**src/rtl/sample_uart_framer.sv**
```systemverilog
// sample_uart_framer: decimates new-sample strobes and sends each kept LED pair as an 8-byte checksummed UART frame
//   clk            : system clock, all logic on the rising edge
//   reset_n        : synchronous active-low reset
//   in_new_samples : new-sample level from the buffer; its rising edge is one event
//   in_led_one/two : signed 22-bit samples, captured on a kept event
//   out_tx_byte    : byte presented to the UART transmitter (held until the next byte)
//   out_tx_dv      : one-cycle start strobe for out_tx_byte
//   in_tx_done     : UART byte complete; its rising edge acknowledges the byte
//   out_busy       : frame in progress
//   out_frame_sent : one-cycle pulse after the 8th byte is acknowledged
//   out_timeout    : one-cycle pulse when a frame is abandoned for lack of acknowledge
//   out_drop_count : saturating count of kept events lost while a frame was in progress
module sample_uart_framer #(
    parameter int unsigned DOWNSAMPLE     = 13,
    parameter logic [7:0]  HEADER         = 8'hA5,
    parameter int unsigned TIMEOUT_CYCLES = 65535
) (
    input  logic        clk,
    input  logic        reset_n,
    input  logic        in_new_samples,
    input  logic [21:0] in_led_one,
    input  logic [21:0] in_led_two,
    output logic [7:0]  out_tx_byte,
    output logic        out_tx_dv,
    input  logic        in_tx_done,
    output logic        out_busy,
    output logic        out_frame_sent,
    output logic        out_timeout,
    output logic [7:0]  out_drop_count
);
    typedef enum logic [1:0] {IDLE, SEND, WAIT} state_t;

    state_t      state_q, state_d;
    logic        prev_new_q, prev_done_q;
    logic [7:0]  dcnt_q, dcnt_d;
    logic [2:0]  idx_q, idx_d;
    logic [15:0] timer_q, timer_d;
    logic [21:0] led_one_q, led_one_d, led_two_q, led_two_d;
    logic [7:0]  byte_q, byte_d, drop_q, drop_d;
    logic        dv_q, dv_d, busy_q, busy_d, sent_q, sent_d, tout_q, tout_d;
    logic        rise, kept, done_rise;
    logic [23:0] ext_one, ext_two;
    logic [7:0]  sum6, csum, cur_byte;

    assign rise      = in_new_samples & ~prev_new_q;
    assign kept      = rise && (dcnt_q == 8'(DOWNSAMPLE - 1));
    assign done_rise = in_tx_done & ~prev_done_q;

    // Frame bytes are derived from the latched samples, so the inputs may change mid-frame.
    assign ext_one = {{2{led_one_q[21]}}, led_one_q};
    assign ext_two = {{2{led_two_q[21]}}, led_two_q};
    assign sum6    = ext_one[23:16] + ext_one[15:8] + ext_one[7:0]
                   + ext_two[23:16] + ext_two[15:8] + ext_two[7:0];
    assign csum    = 8'd0 - sum6;

    always_comb begin
        cur_byte = HEADER;
        case (idx_q)
            3'd1:    cur_byte = ext_one[23:16];
            3'd2:    cur_byte = ext_one[15:8];
            3'd3:    cur_byte = ext_one[7:0];
            3'd4:    cur_byte = ext_two[23:16];
            3'd5:    cur_byte = ext_two[15:8];
            3'd6:    cur_byte = ext_two[7:0];
            3'd7:    cur_byte = csum;
            default: cur_byte = HEADER;
        endcase
    end

    always_comb begin
        state_d   = state_q;
        dcnt_d    = rise ? (kept ? 8'd0 : dcnt_q + 8'd1) : dcnt_q;
        idx_d     = idx_q;
        timer_d   = timer_q;
        led_one_d = led_one_q;
        led_two_d = led_two_q;
        byte_d    = byte_q;
        drop_d    = (kept && state_q != IDLE && drop_q != 8'hFF) ? drop_q + 8'd1 : drop_q;
        dv_d      = 1'b0;
        busy_d    = busy_q;
        sent_d    = 1'b0;
        tout_d    = 1'b0;
        case (state_q)
            IDLE: begin
                if (kept) begin
                    led_one_d = in_led_one;
                    led_two_d = in_led_two;
                    busy_d    = 1'b1;
                    state_d   = SEND;
                end
            end
            SEND: begin
                dv_d    = 1'b1;
                byte_d  = cur_byte;
                timer_d = 16'd0;
                state_d = WAIT;
            end
            WAIT: begin
                // An acknowledge wins over a timeout expiring on the same edge.
                if (done_rise) begin
                    idx_d   = (idx_q == 3'd7) ? 3'd0 : idx_q + 3'd1;
                    sent_d  = (idx_q == 3'd7);
                    busy_d  = (idx_q != 3'd7);
                    state_d = (idx_q == 3'd7) ? IDLE : SEND;
                end else if (timer_q == 16'(TIMEOUT_CYCLES - 1)) begin
                    tout_d  = 1'b1;
                    idx_d   = 3'd0;
                    busy_d  = 1'b0;
                    state_d = IDLE;
                end else begin
                    timer_d = timer_q + 16'd1;
                end
            end
            default: state_d = IDLE;
        endcase
    end

    always_ff @(posedge clk) begin
        if (!reset_n) begin
            state_q     <= IDLE;
            prev_new_q  <= 1'b0;
            prev_done_q <= 1'b0;
            dcnt_q      <= 8'd0;
            idx_q       <= 3'd0;
            timer_q     <= 16'd0;
            led_one_q   <= 22'd0;
            led_two_q   <= 22'd0;
            byte_q      <= 8'd0;
            drop_q      <= 8'd0;
            dv_q        <= 1'b0;
            busy_q      <= 1'b0;
            sent_q      <= 1'b0;
            tout_q      <= 1'b0;
        end else begin
            state_q     <= state_d;
            prev_new_q  <= in_new_samples;
            prev_done_q <= in_tx_done;
            dcnt_q      <= dcnt_d;
            idx_q       <= idx_d;
            timer_q     <= timer_d;
            led_one_q   <= led_one_d;
            led_two_q   <= led_two_d;
            byte_q      <= byte_d;
            drop_q      <= drop_d;
            dv_q        <= dv_d;
            busy_q      <= busy_d;
            sent_q      <= sent_d;
            tout_q      <= tout_d;
        end
    end

    assign out_tx_byte    = byte_q;
    assign out_tx_dv      = dv_q;
    assign out_busy       = busy_q;
    assign out_frame_sent = sent_q;
    assign out_timeout    = tout_q;
    assign out_drop_count = drop_q;
endmodule

```
**config.mk**
```make
export PLATFORM = sky130hd
export DESIGN_NAME = sample_uart_framer
export DESIGN_NICKNAME = d
export VERILOG_FILES = /design/src/rtl/sample_uart_framer.sv
export SDC_FILE = /design/constraint.sdc
export NUM_CORES = 1
export LEC_CHECK = 0
export CORE_MARGIN = 10
export CORE_UTILIZATION = 50
export CTS_CLUSTER_SIZE = 10
export DETAILED_ROUTE_END_ITERATION = 10
export PLACE_DENSITY = 0.81
export SETUP_SLACK_MARGIN = 0.4
export SLEW_MARGIN = 20
export SYNTH_ARGS = -nofsm -noshare
export SYNTH_HDL_FRONTEND = slang
export SYNTH_SLANG_ARGS = --single-unit
```
**constraint.sdc**
```tcl
create_clock -name clk -period 3.5 [get_ports clk]
set_input_delay 0.7 -clock clk [delete_from_list [all_inputs] [get_ports clk]]
set_output_delay 0.7 -clock clk [all_outputs]
set_load 0.02 [all_outputs]
```
### Word-level counts from Yosys, hierarchy flattened

Index checks and enable logic that the tools add are counted.
Widths: inputs -> output; s select.

| cells by class | value |
|---|---|
| mux-type cells | 19 |
| reduce and logical (&&, ||, !) cells | 15 |
| bitwise operators | 6 |
| equal/unequal tests | 17 |
| $add $sub $neg | 10 |

Operators with widths:

| cell | number |
|---|---|
| $pmux 8 s7 | 1 |
| $add 8x8->8 | 5 |
| $mux 16 | 2 |
| $pmux 16 s2 | 1 |
| $add 16x1->16 const B | 1 |
| $add 8x1->8 const B | 2 |
| $eq 16x16->1 const B | 1 |
| $eq 3x3->1 const B | 4 |
| $mux 3 | 3 |
| $reduce_and 3->1 | 3 |
| $eq 8x4->1 const B | 1 |
| $mux 8 | 1 |
| $ne 8x8->1 const B | 1 |
| $reduce_bool 2->1 | 4 |
| $sub 1x8->8 const A | 1 |
| $eq 3x2->1 const B | 2 |
| $mux 1 | 6 |
| $mux 2 | 3 |
| $ne 2x2->1 const B | 3 |
| $ne 3x3->1 const B | 2 |
| $pmux 2 s3 | 1 |
| $reduce_and 2->1 | 3 |
| $not 1->1 | 4 |
| $add 3x1->3 const B | 1 |
| other kinds (8) | 11 |

| word-level totals | value |
|---|---|
| register bits | 95 |
| output and inout bits | 20 |

### Longest topological paths before layout

| depth | value |
|---|---|
| word-level depth | 7 |
| depth in mapped cells | 15 |
| depth with buffers taken out | 15 |

### Least setup slack after synthesis

Ideal clock, no wire load.

| timing path | value |
|---|---|
| path type | reg-to-reg |
| start point | reg led_two_q[2] |
| end point | reg byte_q[6] (netlist: out_tx_byte[6]) |
| slack | -0.308 ns |
| required time | 3.376 ns |
| stages on the path, launching flop included | 16 |
| data arrival time | 3.684 ns |
| setup time | 0.124 ns |
| path buffers | 0 |
| cell sequence | dfxtp_1 -> inv_1 -> fa_1 -> fa_1 -> inv_1 -> fa_1 -> fa_1 -> inv_1 -> ha_1 -> fa_1 -> a21oi_1 -> nor2_1 -> nor2_1 -> xnor2_1 -> a221oi_1 -> o21ai_0 |

| between the ends | value |
|---|---|
| word-level cells in the longest chain between the ends | 3 |

RTL lines:

| item | RTL line | source |
|---|---|---|
| start, declared | 38 | `logic [21:0] led_one_q, led_one_d, led_two_q, led_two_d;` |
| start signal, assigned | 142 | `led_two_q <= led_two_d;` |
| $add 8x8->8 | 53 | `+ ext_two[23:16] + ext_two[15:8] + ext_two[7:0];` |
| $sub 1x8->8 | 54 | `assign csum = 8'd0 - sum6;` |
| $pmux 8 s7 | 58 | `case (idx_q)` |
| end signal, assigned | 143 | `byte_q <= byte_d;` |
| end, declared | 39 | `logic [7:0] byte_q, byte_d, drop_q, drop_d;` |

Every way passes these cells.
A chain may end at the register's enable or synchronous reset.

### Worst setup path in the final report

Ends and elaborated chain as after synthesis.

==> summary.txt <==
Logic synthesis
  – Mean post-synth cell area: 8.39 um^2
  – Async SR Flop Fraction: 0
  – Ys Warns: 0
  – Mapped Cells: 620
  – Synth Cell Area: 5200 um^2
  – Register area share after synthesis: 0.366
  – Seq cells post-synth: 95
  – Ys flop type: dfxtp_1
  – Post-Syn Nets: 718
  – Post-synth EDFFs: 0
  – Synth unique cells: 52

Global routing
  – Largest net degree at the start of global routing: 46
  – Met3 Use GR: 0.0435
  – GRT busiest layer: met2
  – Initial antenna violation count: 0
  – Met1 Use GR: 0.225
  – First-pass GRT wire length: 22,500 um
  – Met2 Use GR: 0.307
  – GRT Util Overall: 0.188
  – GR Overflow Total: 0
  – Vias in the first global route: 4,700

Layout
  – # fillers: 837
  – Final Util: 0.639
  – # diodes: 0
  – Share of layout cells above drive strength 1: 0.128
  – Fin nets: 811
  – Most common cell after layout, fill and taps aside: nand2_1
  – Final non-filler cell total: 854
  – Area growth, synth to finish: 25.8%
  – Commonest non-fill, non-tap cells in the layout: nand2_1, dfxtp_1, inv_1

STA
  – Slew Limit Fails: 0
  – Setup tns final: -0.798 ns
  – Fin Clk Skew: 0.0101 ns
  – Hold Vio Cnt, Final: 0
  – Max Freq: 0.263 GHz
  – Slew HR: 0.583
  – RSZ-0062 raised after global routing: true
  – Crit share post-route: 1.09
  – Final setup margin: -0.306 ns
  – Slew at the pin closest to its max-slew limit: 0.625 ns
  – Tmin final: 3.81 ns
  – Setup-failing EPs final: 4

Placement
  – RePlAce Congestion: 0.925
  – Placed Instances: 836
  – DP HPWL: 10,200 um
  – Input/output buffers: 67

Setup path
  – Critical path data arrival time: 4.08 ns
  – Worst-path fanout max: 2
  – Crit path from: led_two_q[2]$_SDFFE_PN0P_
  – Data required, critical path: 3.77 ns
  – WS Path Type: flop to flop
  – Reg2Reg Launch Point: led_two_q[2]$_SDFFE_PN0P_
  – Cell Chain, Critical Path: inv_2 -> fa_1 -> fa_1 -> inv_1 -> fa_1 -> fa_1 -> inv_2 -> ha_4 -> fa_2 -> a21oi_2 -> nor2_1 -> nor2_1 -> xnor2_1 -> a221oi_2 -> o21ai_1
  – CP Launch Type: flop
  – Top Family by Delay on Critical Path: adder cells
  – WP buf/inv: 3
  – Most frequent CP cell: fa_1
  – CP peak stage delay: 0.53 ns
  – CP max stage cell: fa_1
  – CP endpoint kind: flop

Drt
  – Drt drc: 0
  – Via count: 4,531
  – 1st-iter DRT viols: 313
  – Total wire length: 13,500 um
  – Vias per std cell: 5.31
  – 1st-pass router iterations: 5
  – Drt wl/cell: 15.8 um
  – DRT antenna net count: 0

CTS
  – Clock sink count: 95
  – Clock H-tree levels: 3
  – Clock Pin Slew Worst Setup and Hold Paths: 0.09 ns
  – TritonCTS buffer count: 9
  – Clock latency on the worst-skew pair: 0.39 ns
  – CTS tree: built
  – CTS root buf: clkbuf_8
  – Clock buffer depth: 2
  – Hold Buf Count CTS: 0

Min path
  – Worst hold path class: flop to flop
  – Worst Hold Launch: led_two_q[18]$_SDFFE_PN0P_

Floorplanning
  – Die area: 14,900 um^2
  – Die height: 122 um
  – # rows: 37
  – Core Area: 10,200 um^2
  – Io pins: 68
  – Initial Util: 0.508
  – Chip width: 122 um

Power and ir drop
  – Power per standard cell area: 308 nW/um^2
  – Final Power: 2.01 mW
  – Maximum VDD drop: 197 uV
  – Lkg Pwr: 2.46 nW

Outcome
  – Failing checks: negative setup slack
  – Status: finished, violations left

Flow run
  – Max-cap viol count: 0
cells in the mapped netlist, drive strengths merged, types with 2 or more instances:
cell type  instances  area (um^2)
and3               8         50.1
xnor2             19          166
fa                26          521
nor2              50          188
buf                7         40.0
nand2            115          432
xor2              18          158
o211ai             2         20.0
nand4              7         43.8
nand3              9         55.1
a311oi             2         35.0
dfxtp             95         1900
nor3               6         41.3
a222oi             8         80.1
o21ai             15         75.1
and2               2         12.5
nor4               4         55.1
clkbuf            18         67.6
ha                24          300
a22oi              4         30.0
nand2b             4         32.5
mux2               4         45.0
nor2b              6         37.5
inv               79          297
a21o               2         15.0
or3                4         25.0
a21oi             66          334
cell type report:
cell class / count / area [um^2] / share of cell area
Multi-Input combinational cell: 421 / 2960 / 0.452
Inverter: 79 / 297 / 0.0453
Clock buffer: 9 / 124 / 0.0189
Clock inverter: 7 / 114 / 0.0174
Timing Repair Buffer: 107 / 975 / 0.149
Sequential cell: 95 / 1910 / 0.292
Tap cell: 136 / 170 / 0.0260
metal layers:
layer,part of all wire,wire (um)
met1,0.43,5780
met4,0.031,422
met2,0.48,6410
met3,0.065,878
met5,0,0
state kept, by name, summed over array words and instances, names as in the netlist:
| signal | count |
|---|---|
| idx_q | 3 |
| out_tx_byte | 8 |
| dcnt_q | 8 |
| out_timeout | 1 |
| out_drop_count | 8 |
| state_q | 2 |
| out_tx_dv | 1 |
| timer_q | 16 |
| out_busy | 1 |
| led_one_q | 22 |
| out_frame_sent | 1 |
| prev_new_q | 1 |
| prev_done_q | 1 |
| led_two_q | 22 |
power by group:
group / switching [mW] / total, mW / leakage, nW / internal [mW]
sequential: 0.00239 / 1.09 / 0.768 / 1.08
combinational: 0.0335 / 0.0871 / 1.57 / 0.0536
clock: 0.422 / 0.841 / 0.119 / 0.419
tightest hold or removal path: cells and delay by family, from the launching register on:
family,cells,cell delay (ns)
AO/OA/AOI/OAI,1,0.05
AND/OR/NAND/NOR,1,0.05
flip-flops,1,0.33
cells by family (layout without fill, tap and decap cells):
kind of cell,count (synthesis),after routing,synth area share
and+or+nand+nor,218,218,0.192
buffers and inverters,104,202,0.0777
xor gates and xnor gates,37,37,0.0623
AOI/OAI and AO/OA,111,111,0.134
DFF,95,95,0.366
adders and majority gates,50,50,0.158
muxes,5,5,0.0106
worst paths after layout:
path | to | slack, ns | depth (start not counted)
setup reg to reg | out_tx_byte[6]$_SDFFE_PN0P_ | -0.31 | 15
hold / removal | led_two_q[18]$_SDFFE_PN0P_ | 0.46 | 2
hold reg to reg | led_two_q[18]$_SDFFE_PN0P_ | 0.46 | 2
setup / recovery | out_tx_byte[6]$_SDFFE_PN0P_ | -0.31 | 15
timing repair:
action / CTS / global route
buffers inserted: 1 / 1
endpoints found under the setup margin: 6 / 6
pin swaps: 7 / 7
gates resized for setup: 3 / 10
through the flow:
stage / hold slack (ns) / setup slack (ns) / instance area [um^2]
6_report: 0.461 / -0.306 / 6540
5_1_grt: 0.497 / -0.482 / 6540
4_1_cts: 0.466 / -0.312 / 6500
3_5_place_dp: 0.453 / -0.331 / 6260
3_3_place_gp: 0.449 / -0.197 / 6260
2_1_floorplan: 0.436 / -0.153 / 5240
Power figures use the tool's default switching activity.
